<file path="config.mk">
export PLATFORM = sky130hd
export DESIGN_NAME = dmem_store_buffer_flat
export DESIGN_NICKNAME = d
export VERILOG_FILES = /design/src/rtl/dmem_pkg.sv /design/src/rtl/dmem_store_buffer_if.sv /design/src/rtl/sb_fifo.sv /design/src/rtl/dmem_store_buffer.sv /design/src/flat_wrapper.sv
export SDC_FILE = /design/constraint.sdc
export NUM_CORES = 1
export LEC_CHECK = 0
export CAP_MARGIN = 10
export CELL_PAD_IN_SITES_DETAIL_PLACEMENT = 1
export CELL_PAD_IN_SITES_GLOBAL_PLACEMENT = 1
export CORE_UTILIZATION = 50
export CTS_BUF_LIST = sky130_fd_sc_hd__clkbuf_8
export DETAILED_ROUTE_END_ITERATION = 6
export GPL_TIMING_DRIVEN = 0
export HOLD_SLACK_MARGIN = 0.02
export PLACE_DENSITY_LB_ADDON = 0.3
export REMOVE_ABC_BUFFERS = 1
export SLEW_MARGIN = 10
export SYNTH_ARGS = -nofsm -noshare
export SYNTH_HDL_FRONTEND = slang
export SYNTH_SLANG_ARGS = --single-unit
</file>
<file path="constraint.sdc">
create_clock -name clk -period 10.2 [get_ports clk]
set_clock_uncertainty 0.05 [all_clocks]
set_input_delay 1.02 -clock clk [delete_from_list [all_inputs] [get_ports clk]]
set_output_delay 1.02 -clock clk [all_outputs]
set_load 0.005 [all_outputs]
</file>
<file path="src/rtl/dmem_pkg.sv">
// Shared types and helpers for the data-memory store buffer.
// The entry layout matches the default 32-bit core; word addresses drop the byte offset.
package dmem_pkg;

    localparam int SB_DEPTH_DEFAULT = 4;
    localparam int SB_AW            = 32;
    localparam int SB_DW            = 32;

    typedef struct packed {
        logic [SB_AW-3:0] waddr;
        logic [SB_DW-1:0] wdata;
    } sb_entry_t;

    function automatic logic [SB_AW-3:0] word_addr(input logic [SB_AW-1:0] addr);
        return addr[SB_AW-1:2];
    endfunction

endpackage

</file>
<file path="src/rtl/dmem_store_buffer_if.sv">
// Core-side load/store port and memory-side write/read port of the store buffer.
// master drives requests; slave answers them (core->buffer, buffer->memory).
interface dmem_core_if #(
    parameter int AW = 32,
    parameter int DW = 32
) ();
    logic          memwrite;
    logic          memread;
    logic [AW-1:0] aluout;
    logic [DW-1:0] writedata;
    logic [DW-1:0] readdata;
    logic          stall;

    modport master (
        output memwrite, memread, aluout, writedata,
        input  readdata, stall
    );

    modport slave (
        input  memwrite, memread, aluout, writedata,
        output readdata, stall
    );
endinterface

interface dmem_mem_if #(
    parameter int AW = 32,
    parameter int DW = 32
) ();
    logic          mem_wvalid;
    logic [AW-1:0] mem_waddr;
    logic [DW-1:0] mem_wdata;
    logic          mem_wready;
    logic [AW-1:0] mem_raddr;
    logic [DW-1:0] mem_rdata;

    modport master (
        output mem_wvalid, mem_waddr, mem_wdata, mem_raddr,
        input  mem_wready, mem_rdata
    );

    modport slave (
        input  mem_wvalid, mem_waddr, mem_wdata, mem_raddr,
        output mem_wready, mem_rdata
    );
endinterface

</file>
<file path="src/rtl/sb_fifo.sv">
// Circular buffer with head/tail/count; exposes every slot and its valid bit for searching.
// Push lands next edge; a push while full is taken only together with a pop.
module sb_fifo #(
    parameter int DEPTH = 4,
    parameter int W     = 62,
    localparam int PW   = $clog2(DEPTH),
    localparam int CW   = PW + 1
) (
    input  logic                      clk,
    input  logic                      reset,
    input  logic                      push_i,
    input  logic [W-1:0]              push_dat_i,
    input  logic                      pop_i,
    output logic [W-1:0]              head_dat_o,
    output logic [PW-1:0]             head_o,
    output logic [DEPTH-1:0][W-1:0]   entries_o,
    output logic [DEPTH-1:0]          valid_o,
    output logic                      full_o,
    output logic                      empty_o
);

    logic [DEPTH-1:0][W-1:0] mem_q;
    logic [PW-1:0]           head_q, head_d;
    logic [PW-1:0]           tail_q, tail_d;
    logic [CW-1:0]           count_q, count_d;
    logic                    do_push, do_pop;

    assign full_o  = (count_q == CW'(DEPTH));
    assign empty_o = (count_q == '0);

    // When full, tail equals head, so a push paired with a pop reuses the slot being freed.
    assign do_pop  = pop_i && !empty_o;
    assign do_push = push_i && (!full_o || do_pop);

    always_comb begin
        head_d  = head_q;
        tail_d  = tail_q;
        count_d = count_q + CW'(do_push) - CW'(do_pop);
        if (do_push) tail_d = tail_q + 1'b1;
        if (do_pop)  head_d = head_q + 1'b1;
    end

    always_ff @(posedge clk or negedge reset) begin
        if (!reset) begin
            head_q  <= '0;
            tail_q  <= '0;
            count_q <= '0;
        end else begin
            head_q  <= head_d;
            tail_q  <= tail_d;
            count_q <= count_d;
        end
    end

    always_ff @(posedge clk) begin
        if (do_push) mem_q[tail_q] <= push_dat_i;
    end

    always_comb begin
        valid_o = '0;
        for (int i = 0; i < DEPTH; i++) begin
            valid_o[i] = ({1'b0, PW'(i) - head_q} < count_q);
        end
    end

    assign head_dat_o = mem_q[head_q];
    assign head_o     = head_q;
    assign entries_o  = mem_q;

endmodule

</file>
<file path="src/rtl/dmem_store_buffer.sv">
// Posted-write buffer between the core data port and memory, with store-to-load forwarding.
// Store to mem_wvalid is 1 cycle from empty; the core stalls only on a store into a full buffer with no pop.
module dmem_store_buffer
    import dmem_pkg::*;
#(
    parameter int DEPTH = SB_DEPTH_DEFAULT,
    parameter int AW    = SB_AW,
    parameter int DW    = SB_DW
) (
    input  logic            clk,
    input  logic            reset,
    dmem_core_if.slave      core,
    dmem_mem_if.master      mem,
    output logic            empty
);

    localparam int PW = $clog2(DEPTH);
    localparam int EW = $bits(sb_entry_t);

    logic                     push, pop;
    logic                     fifo_full, fifo_empty;
    sb_entry_t                push_ent, head_ent;
    logic [EW-1:0]            head_raw;
    logic [PW-1:0]            head_idx;
    logic [DEPTH-1:0][EW-1:0] ents;
    logic [DEPTH-1:0]         ents_vld;
    logic [DW-1:0]            fwd_dat;

    assign push_ent.waddr = word_addr(core.aluout);
    assign push_ent.wdata = core.writedata;

    sb_fifo #(
        .DEPTH (DEPTH),
        .W     (EW)
    ) u_fifo (
        .clk        (clk),
        .reset      (reset),
        .push_i     (push),
        .push_dat_i (push_ent),
        .pop_i      (pop),
        .head_dat_o (head_raw),
        .head_o     (head_idx),
        .entries_o  (ents),
        .valid_o    (ents_vld),
        .full_o     (fifo_full),
        .empty_o    (fifo_empty)
    );

    assign head_ent = sb_entry_t'(head_raw);

    // Drain side: head entry is presented until memory accepts it.
    assign mem.mem_wvalid = !fifo_empty;
    assign mem.mem_waddr  = fifo_empty ? '0 : {head_ent.waddr, 2'b00};
    assign mem.mem_wdata  = fifo_empty ? '0 : head_ent.wdata;
    assign pop            = mem.mem_wvalid && mem.mem_wready;

    // A pop in the same cycle frees the slot, so a full buffer only stalls without one.
    assign core.stall = core.memwrite && fifo_full && !pop;
    assign push       = core.memwrite && !core.stall;

    assign empty         = fifo_empty;
    assign mem.mem_raddr = {core.aluout[AW-1:2], 2'b00};

    // Walk oldest to youngest so the youngest matching store wins.
    always_comb begin
        logic [PW-1:0] idx;
        sb_entry_t     e;
        idx     = '0;
        e       = '0;
        fwd_dat = mem.mem_rdata;
        for (int k = 0; k < DEPTH; k++) begin
            idx = head_idx + PW'(k);
            e   = sb_entry_t'(ents[idx]);
            if (ents_vld[idx] && (e.waddr == word_addr(core.aluout))) fwd_dat = e.wdata;
        end
    end

    assign core.readdata = core.memread ? fwd_dat : mem.mem_rdata;

endmodule

</file>
<file path="src/flat_wrapper.sv">
// flat-port wrapper written by rule: the top's interface ports become plain ports
module dmem_store_buffer_flat import dmem_pkg::*;
#(
    parameter int DEPTH = SB_DEPTH_DEFAULT,
    parameter int AW    = SB_AW,
    parameter int DW    = SB_DW
)
  (clk, reset, empty, core_memwrite, core_memread, core_aluout, core_writedata, core_readdata, core_stall, mem_mem_wvalid, mem_mem_waddr, mem_mem_wdata, mem_mem_raddr, mem_mem_wready, mem_mem_rdata);
  dmem_core_if #(.AW(AW), .DW(DW)) core_i ();
  dmem_mem_if #(.AW(AW), .DW(DW)) mem_i ();
  input  logic clk;
  input  logic reset;
  output logic empty;
  input wire logic [$bits(core_i.memwrite)-1:0] core_memwrite;
  input wire logic [$bits(core_i.memread)-1:0] core_memread;
  input wire logic [$bits(core_i.aluout)-1:0] core_aluout;
  input wire logic [$bits(core_i.writedata)-1:0] core_writedata;
  output wire logic [$bits(core_i.readdata)-1:0] core_readdata;
  output wire logic [$bits(core_i.stall)-1:0] core_stall;
  output wire logic [$bits(mem_i.mem_wvalid)-1:0] mem_mem_wvalid;
  output wire logic [$bits(mem_i.mem_waddr)-1:0] mem_mem_waddr;
  output wire logic [$bits(mem_i.mem_wdata)-1:0] mem_mem_wdata;
  output wire logic [$bits(mem_i.mem_raddr)-1:0] mem_mem_raddr;
  input wire logic [$bits(mem_i.mem_wready)-1:0] mem_mem_wready;
  input wire logic [$bits(mem_i.mem_rdata)-1:0] mem_mem_rdata;
  assign core_i.memwrite = core_memwrite;
  assign core_i.memread = core_memread;
  assign core_i.aluout = core_aluout;
  assign core_i.writedata = core_writedata;
  assign core_readdata = core_i.readdata;
  assign core_stall = core_i.stall;
  assign mem_mem_wvalid = mem_i.mem_wvalid;
  assign mem_mem_waddr = mem_i.mem_waddr;
  assign mem_mem_wdata = mem_i.mem_wdata;
  assign mem_mem_raddr = mem_i.mem_raddr;
  assign mem_i.mem_wready = mem_mem_wready;
  assign mem_i.mem_rdata = mem_mem_rdata;
  dmem_store_buffer #(.DEPTH(DEPTH), .AW(AW), .DW(DW)) u_core (.clk(clk), .reset(reset), .core(core_i), .mem(mem_i), .empty(empty));
endmodule
</file>
==> results of run 1 <==
-- layer usage --
layer / vias to the layer above / routed length [µm]
met5: - / 17
li1: 6546 / -
met4: 2 / 2220
met2: 565 / 29600
met1: 7586 / 23400
met3: 150 / 3310
-- through the flow --
stage	setup slack (ps)	util, %	cell area (µm²)	setup TNS (ps)	hold WS (ps)
detailed placement	3110	57.8	21100	0	580
global placement	-15640	55.6	20300	-699550	546
global route	2260	60.0	21900	0	628
finish	2540	60.0	21900	0	606
floorplan	-7100	-	17500	-237150	495
CTS	2520	60.0	21900	0	594
-- flip-flops by register name, summed over array words and instances, names as in the netlist --
name / cells
u_core.u_fifo.head_o: 2
u_core.u_fifo.count_q: 3
u_core.u_fifo.entries_o: 248
u_core.u_fifo.tail_q: 2
-- cell families after synthesis --
logic type	after synthesis
compound gates	363
xor+xnor	131
fa+ha+maj	11
buf+inv	238
flops	255
mux	311
other cells	1
simple gates	367
-- layout make-up --
cell class              instances  area (µm²)
diodes                          1        2.50
clock buffers                  47         647
clock inverters                30         150
fillers                      3729       14600
inverters                      43         165
multi-input cells            1187        9780
flip-flops and latches        255        7630
well taps                     468         586
repair buffers                258        2960
-- worst min-delay path by stage --
| stage | start | endpoint | slack, ps | cells past startpoint |
|---|---|---|---|---|
| after global routing | u_core.u_fifo.count_q[0]$_DFF_PN0_ | u_core.u_fifo.count_q[0]$_DFF_PN0_ | 630 | 1 |
| final | u_core.u_fifo.count_q[0]$_DFF_PN0_ | u_core.u_fifo.count_q[0]$_DFF_PN0_ | 610 | 1 |
| after CTS | u_core.u_fifo.count_q[0]$_DFF_PN0_ | u_core.u_fifo.count_q[0]$_DFF_PN0_ | 590 | 1 |
| after global placement | u_core.u_fifo.tail_q[1]$_DFFE_PN0P_ | u_core.u_fifo.tail_q[1]$_DFFE_PN0P_ | 550 | 2 |
| after detailed placement | u_core.u_fifo.count_q[0]$_DFF_PN0_ | u_core.u_fifo.count_q[0]$_DFF_PN0_ | 580 | 1 |
| after floorplan | u_core.u_fifo.count_q[0]$_DFF_PN0_ | u_core.u_fifo.count_q[0]$_DFF_PN0_ | 490 | 1 |
-- report_power, final --
part           total [W]  switching (W)  internal (W)
clock           0.000894       0.000444      0.000449
sequential       0.00157       0.000180       0.00139
combinational    0.00357        0.00186       0.00171
-- cell usage in the layout (no fill, tap or decap), drive strengths merged, types with 46 or more instances in the layout --
master	count
edfxtp	248
clkdlybuf4s50	224
mux2i	175
nand2	151
xnor2	77
mux2	71
o211ai	70
o21ai	67
mux4	65
o31a	64
inv	62
xor2	54
nor2	47
clkbuf	47
nor3	46
-- worst max-delay path, stage by stage, from the launching register on --
cell and delay, ps:
dfrtp_4 680, buf_16 310, buf_16 260, inv_4 570, nor3_1 240, a2111oi_0 540
nand4_1 300, or4_4 840, buf_12 330, o21bai_4 690, buf_16 230, o31ai_1 90
o21ai_1 220, clkdlybuf4s50_1 550
==> out/results.env, run 1 <==
POST_SYNTHESIS_COMPOUND_GATE_AREA_FRACTION_PCT=14.1
R2R-START='u_core.u_fifo.count_q[2]$_DFF_PN0_'
LAYOUT.CELLS.NON_FILLER=2289
FINAL-MAX-SLEW-VIOLATION-COUNT=0
CLK-INSERTION-DELAY-LATE_PS=600
WORST_SETUP_PATH_STARTPOINT='u_core.u_fifo.head_o[0]$_DFFE_PN0P_'
ROUTE.VIAS.TOTAL=14800
CLOCK.FMAX_GHz=0.131
GRT_SETUP_UNREPAIRED='no'
SYNTH_XOR_XNOR_AREA_SHARE_PCT=6.20
SYNTH.AREA.TOP_CELLS='edfxtp_1 40%, mux2i_1 9.5%, mux4_2 7.9%, mux2_2 4.3%, xnor2_1 3.6%'
SYNTH_ASYNC_SR_FLOP_SHARE_PCT=2.75
GLOBALPLACE.CONGESTION=0.814
YOSYS.AREA_SHARE.SIMPLE_PCT=9.52
GRT_OVERFLOW_TOTAL=0
GRT_START_MAX_NET_PINS=90
NUMBER_OF_SYNTHESIZED_FLOPS_WITH_AN_ENABLE_PIN=248
CELLLEAKAGEPOWER_nW=7.85
TIMING.FINAL.CRIT_SHARE_PCT=75.1
WORST-R2R-CELL-COUNT=7
COMBINATIONAL_FAMILY_WITH_THE_MOST_AREA_AFTER_SYNTHESIS='multiplexers'
TIGHTEST_SLEW_PS=863
CRIT_TYPE='reg -> out'
DETAIL-ROUTE-ANTENNA-NETS=0
DRV_CAP=0
WORST-ENDPOINT-REQUIRED_PS=9130
PORT_BUFFERS=225
FINAL_PERIOD_MINUS_WORST_SETUP_SLACK_PS=7660
ROUTE.DETAILED.VIAS_PER_INST=6.49
CTS_NUM_SINKS=255
CTS-HTREE-LEVELS=2
CORE-AREA_MM2=0.0365
HOLD_VIOL=0
FRACTION_OF_LAYOUT_INSTANCES_USING_A_DRIVE_STRENGTH_ABOVE_1_PCT=13.4
IOPINCOUNT=232
FLOPS_LATCHES_SYNTH=255
DR.PASS1.ITERS=5
TRACK_USAGE_PCT=30.8
USE_MET3_PCT=3.70
STD_CELL_ROWS=70
DIEAREA_MM2=0.0378
WL_PER_CELL_UM=25.6
CTS_TREE='yes'
ARRIVAL_PS=6590
DIE_H_UM=194
SYNTH_AREA_LEADER_CELL='edfxtp_1'
DRT_FIRST_ITER_VIOLATIONS=1098
CTS_HOLD_BUFFERS=0
SETUP.WORST_PATH.END='core_readdata[31]'
POST-SYNTH-TOP-COUNT-CELL='edfxtp_1'
TIMING.CRITICAL_PATH.FROM_TYPE='flip-flop'
LAYOUT-AREA-OVERHEAD-VS-SYNTH_PCT=18.4
SYNTH.MUX.AREA_FRACTION_PCT=21.7
TIMING.MAX_SLEW.REL_SLACK_PCT=42.5
CTS_ROOT_BUFFER='clkbuf_8'
YOSYS.CELL_TYPES.COUNT=58
CTS_RESIZED=0
WORST-PATH-MAX-FANOUT=89
POST_SYNTH_FA_HA_MAJ_AREA_FRACTION_PCT=0.784
POST-SYNTH-TOP-AREA-FRACTION_PCT=40.3
MIN_DELAY_WORST_TYPE='reg -> reg'
CTS_INSERTED_BUFFERS=46
REGTOREGSETUPSLACK_PS=7200
GRT.MET1_USAGE_PCT=38.2
DOMINANTREGCELLSYNTH='edfxtp_1'
POWER_PER_CELL_AREA_mW_PER_MM2=275
GRT_BUSIEST_LAYER='met2'
POST_CTS.REPAIR.SETUP_BUFFERS=0
TOTALWIRELENGTH_MM=58.6
GRT_PASS1_WL_MM=90.6
CTS.REPORTEDPATHS.CLKPINSLEW_PS=60
YOSYSWARNINGS=0
DESIGN_POWER_TOTAL_W=0.00604
GRT_PASS1_VIAS=15700
SYNTH_TOP_CELLS_BY_COUNT='248 x edfxtp_1, 175 x mux2i_1, 151 x nand2_1'
SYN-CELL-AREA_MM2=0.0185
R2R-END='u_core.u_fifo.count_q[2]$_DFF_PN0_'
STATUS='completed'
IRDROPWORSTVDD_mV=0.188
SETUP.WORST_PATH.END_CLASS='output port'
DIE_W_UM=194
ROUTE.DETAILED.DRC=0
DETAILED_PLACE_HPWL_MM=38.4
INITIAL_ANTENNA_VIOLATION_COUNT=2
CLOCKBUFFERDEPTH=3
YS_SEQ_AREA_SHARE_PCT=41.2
GLOBALROUTEMET2UTIL_PCT=54.4
FLOORPLAN.INITIALDENSITY_PCT=50.7
SETUP-VIOLATIONS-FINAL=0
SYN_AVG_CELL_AREA_UM2=11.0
DPL.CELL_COUNT=2211
SYNTHCELLS=1677
FINISH.NET_COUNT=1903
No activity file was read; power rests on OpenSTA's default activity.
==> run 2, diff against run 1 <==
--- a/config.mk
+++ b/config.mk
@@ -8,7 +8,7 @@
 export CAP_MARGIN = 10
 export CELL_PAD_IN_SITES_DETAIL_PLACEMENT = 1
 export CELL_PAD_IN_SITES_GLOBAL_PLACEMENT = 1
-export CORE_UTILIZATION = 50
+export CORE_UTILIZATION = 46
 export CTS_BUF_LIST = sky130_fd_sc_hd__clkbuf_8
 export DETAILED_ROUTE_END_ITERATION = 6
 export GPL_TIMING_DRIVEN = 0
==> constraint.sdc (replaced) <==
create_clock -name clk -period 7.8 [get_ports clk]
set_clock_uncertainty 0.05 [all_clocks]
set_input_delay 0.78 -clock clk [delete_from_list [all_inputs] [get_ports clk]]
set_output_delay 0.78 -clock clk [all_outputs]
set_load 0.005 [all_outputs]
==> out/results.env, run 2 (synthesis gave the netlist of run 1 again) <==
COMMONEST_CELLS_AFTER_ROUTING_FILL_AND_TAPS_ASIDE='248 x edfxtp_1, 224 x clkdlybuf4s50_1, 175 x mux2i_1, 151 x nand2_1, 77 x xnor2_1'  # unchanged
GRT_SETUP_UNREPAIRED='no'  # unchanged
CTS.REPORTEDPATHS.CLKPINSLEW_PS=60  # about the same
TIMING.CRITICAL_PATH.FROM_TYPE='flip-flop'  # unchanged
DETAIL-ROUTE-ANTENNA-NETS=0  # unchanged
CRIT_FAMILY='buffers and inverters'  # unchanged
CLOCKBUFFERDEPTH=3  # unchanged
TIMING.MAX_SLEW.REL_SLACK_PCT=19.0  # was 42.5%
WORST-ENDPOINT-REQUIRED_PS=6970  # was 9130 ps
REGTOREGSETUPSLACK_PS=4700  # was 7200 ps
POWER_PER_CELL_AREA_mW_PER_MM2=358  # was 275 mW/mm²
CTS_RESIZED=0  # unchanged
NUMBER_OF_FLIP_FLOPS_IN_THE_LARGEST_REGISTER=248  # unchanged
POST_ROUTE_WORST_SETUP_SLACK_PS=489  # was 2540 ps
INITIAL_ANTENNA_VIOLATION_COUNT=0  # was 2
CORE-AREA_MM2=0.0397  # was 0.0365 mm²
CTS_HOLD_BUFFERS=0  # unchanged
ROUTE.DETAILED.VIAS_PER_INST=6.23  # was 6.49
ROUTE.VIAS.TOTAL=14700  # was 14,800
STATUS='completed'  # unchanged
CELLLEAKAGEPOWER_nW=7.89  # was 7.85 nW
POST_CTS.REPAIR.SETUP_BUFFERS=0  # unchanged
GRT_OVERFLOW_TOTAL=0  # unchanged
CLK-INSERTION-DELAY-LATE_PS=570  # was 600 ps
FINISH.NET_COUNT=1903  # unchanged
STD_CELL_ROWS=73  # was 70
COUNT_OF_BUFFER_AND_INVERTER_CELLS_ON_THE_CRITICAL_PATH=6  # unchanged
FINAL-MAX-SLEW-VIOLATION-COUNT=0  # unchanged
MIN_DELAY_WORST_TYPE='in -> async'  # was reg -> reg
IRDROPWORSTVDD_mV=0.199  # was 0.188 mV
PORT_BUFFERS=225  # unchanged
SLOWEST_DELAY_PS=920  # was 840 ps
FILLER_CELL_COUNT=4166  # was 3,729
HOLD_VIOL=0  # unchanged
FLOORPLAN.INITIALDENSITY_PCT=46.6  # was 50.7%
PLACEDINSTANCEAREA_MM2=0.0211  # about the same
SETUP-VIOLATIONS-FINAL=0  # unchanged
FINAL_DESIGN_AREA_NO_FILL_MM2=0.0220  # was 0.0219 mm²
CRIT_TYPE='reg -> out'  # unchanged
DRT_FIRST_ITER_VIOLATIONS=954  # was 1,098
FRACTION_OF_LAYOUT_INSTANCES_USING_A_DRIVE_STRENGTH_ABOVE_1_PCT=13.3  # was 13.4%
POST-PLACE-WS_PS=1110  # was 3110 ps
GLOBALPLACE.CONGESTION=0.799  # was 0.814
DIE_H_UM=203  # was 194 µm
CTS_INSERTED_BUFFERS=48  # was 46
R2R-START='u_core.u_fifo.count_q[2]$_DFF_PN0_'  # unchanged
DRV_CAP=0  # unchanged
CPMAXSTAGEDELAYCELL='dfrtp_4'  # was or4_4
LAYOUT.CELLS.NON_FILLER=2354  # was 2,289
SETUP.WORST_PATH.END='core_readdata[9]'  # was core_readdata[31]
FINAL_PERIOD_MINUS_WORST_SETUP_SLACK_PS=7310
CTS_TREE='yes'  # unchanged
WORST-R2R-CELL-COUNT=7  # unchanged
IOPINCOUNT=232  # unchanged
CTS-HTREE-LEVELS=2  # unchanged
CLOCK.FMAX_GHz=0.137
WORST_SETUP_PATH_STARTPOINT='u_core.u_fifo.head_o[0]$_DFFE_PN0P_'  # unchanged
CRIT_PATH_DEPTH=14  # was 13
DIE_W_UM=203  # was 194 µm
SETUP-TNS-FINAL_PS=0  # unchanged
GRT_PASS1_WL_MM=88.6  # was 90.6 mm
WL_PER_CELL_UM=24.4  # was 25.6 µm
DPL.CELL_COUNT=2266  # was 2,211
TIGHTEST_SLEW_PS=1220  # was 863 ps
DR.PASS1.ITERS=6  # was 5
TOTALWIRELENGTH_MM=57.5  # was 58.6 mm
FIN_WORST_HOLD_SLACK_PS=429  # was 606 ps
SETUP.WORST_PATH.END_CLASS='output port'  # unchanged
R2R-END='u_core.u_fifo.count_q[2]$_DFF_PN0_'  # unchanged
CP_COMMON_CELL='buf_16'  # unchanged
GRT_PASS1_VIAS=15300  # was 15,700
GRT_START_MAX_NET_PINS=76  # was 90
CTS_ROOT_BUFFER='clkbuf_8'  # unchanged
TIMING.FINAL.CRIT_SHARE_PCT=93.7
TRACK_USAGE_PCT=27.9  # was 30.8%
DIEAREA_MM2=0.0410  # was 0.0378 mm²
ARRIVAL_PS=6480  # was 6590 ps
LAYOUT-AREA-OVERHEAD-VS-SYNTH_PCT=19.0  # was 18.4%
LEADING_CELL_TYPE_IN_THE_LAYOUT_FILL_AND_TAPS_EXCLUDED='edfxtp_1'  # unchanged
ROUTE.DETAILED.DRC=0  # unchanged
WORST-PATH-MAX-FANOUT=74  # was 89
CTS_NUM_SINKS=255  # unchanged
DETAILED_PLACE_HPWL_MM=38.4  # about the same
CP_CELL_SEQUENCE='buf_16 -> buf_16 -> mux4_2 -> xor2_1 -> nor4_1 -> nand4_1 -> a2111oi_4 -> buf_6 -> buf_8 -> o21bai_4 -> buf_16 -> o31ai_1 -> o21ai_1 -> clkdlybuf4s50_1'  # was buf_16 -> buf_16 -> inv_4 -> nor3_1 -> a2111oi_0 -> nand4_1 -> or4_4 -> buf_12 -> o21bai_4 -> buf_16 -> o31ai_1 -> o21ai_1 -> clkdlybuf4s50_1
==> run 2: cell types whose count changed in the layout (fill, tap and decap cells not counted), moves of 2 or more <==
cell / change
inv_1: +10
clkinv_1: -3
clkbuf_8: +3
clkinvlp_4: +2
buf_12: -2
==> run 2: final cells by class <==
type | instances | area (µm²) | area share (%)
Tap cell | 525 | 657 | 2.98
Timing Repair Buffer | 256 | 2920 | 13.3
Clock buffer | 50 | 688 | 3.13
Multi-Input combinational cell | 1187 | 9780 | 44.4
Sequential cell | 255 | 7630 | 34.7
Inverter | 43 | 168 | 0.762
Antenna cell | 1 | 2.50 | 0.0114
Clock inverter | 37 | 174 | 0.790
==> run 2: where the power goes <==
part | internal, W | leakage, nW | switching, W
sequential | 0.00182 | 2.35 | 0.000256
combinational | 0.00224 | 5.00 | 0.00239
clock | 0.000621 | 0.535 | 0.000576
==> run 2: worst min path at each step <==
stage                                             start                             endpoint  slack (ps)  depth (start not counted)
floorplan                                         reset   u_core.u_fifo.count_q[0]$_DFF_PN0_         430                          0
global placement    u_core.u_fifo.tail_q[1]$_DFFE_PN0P_  u_core.u_fifo.tail_q[1]$_DFFE_PN0P_         550                          2
detailed placement  u_core.u_fifo.tail_q[0]$_DFFE_PN0P_  u_core.u_fifo.tail_q[0]$_DFFE_PN0P_         600                          2
CTS                                               reset   u_core.u_fifo.count_q[1]$_DFF_PN0_         410                          1
global route                                      reset   u_core.u_fifo.count_q[0]$_DFF_PN0_         440                          1
finish                                            reset   u_core.u_fifo.count_q[0]$_DFF_PN0_         430                          1
==> run 2: worst register-to-register path, stage by stage, from the launching register on <==
cell,delay [ps]
dfrtp_1,500
or3_1,920
and2_1,440
ha_1,290
inv_1,40
ha_1,190
fa_1,400
xnor2_1,180
==> run 2: per-layer routing <==
metal / wire (µm) / global-route usage (%) / vias to the layer above
met4: 1710 / 10.1 / 0
met2: 28900 / 48.8 / 481
met5: 0 / 0 / -
li1: - / - / 6554
met3: 2920 / 3.61 / 105
met1: 23900 / 35.1 / 7516
==> run 2: metrics by stage <==
stage / utilization, % / power, W
floorplan: - / 0.00565
global placement: 51.3 / 0.00694
detailed placement: 53.2 / 0.00671
CTS: 55.4 / 0.00793
global route: 55.4 / 0.00835
finish: 55.4 / 0.00789
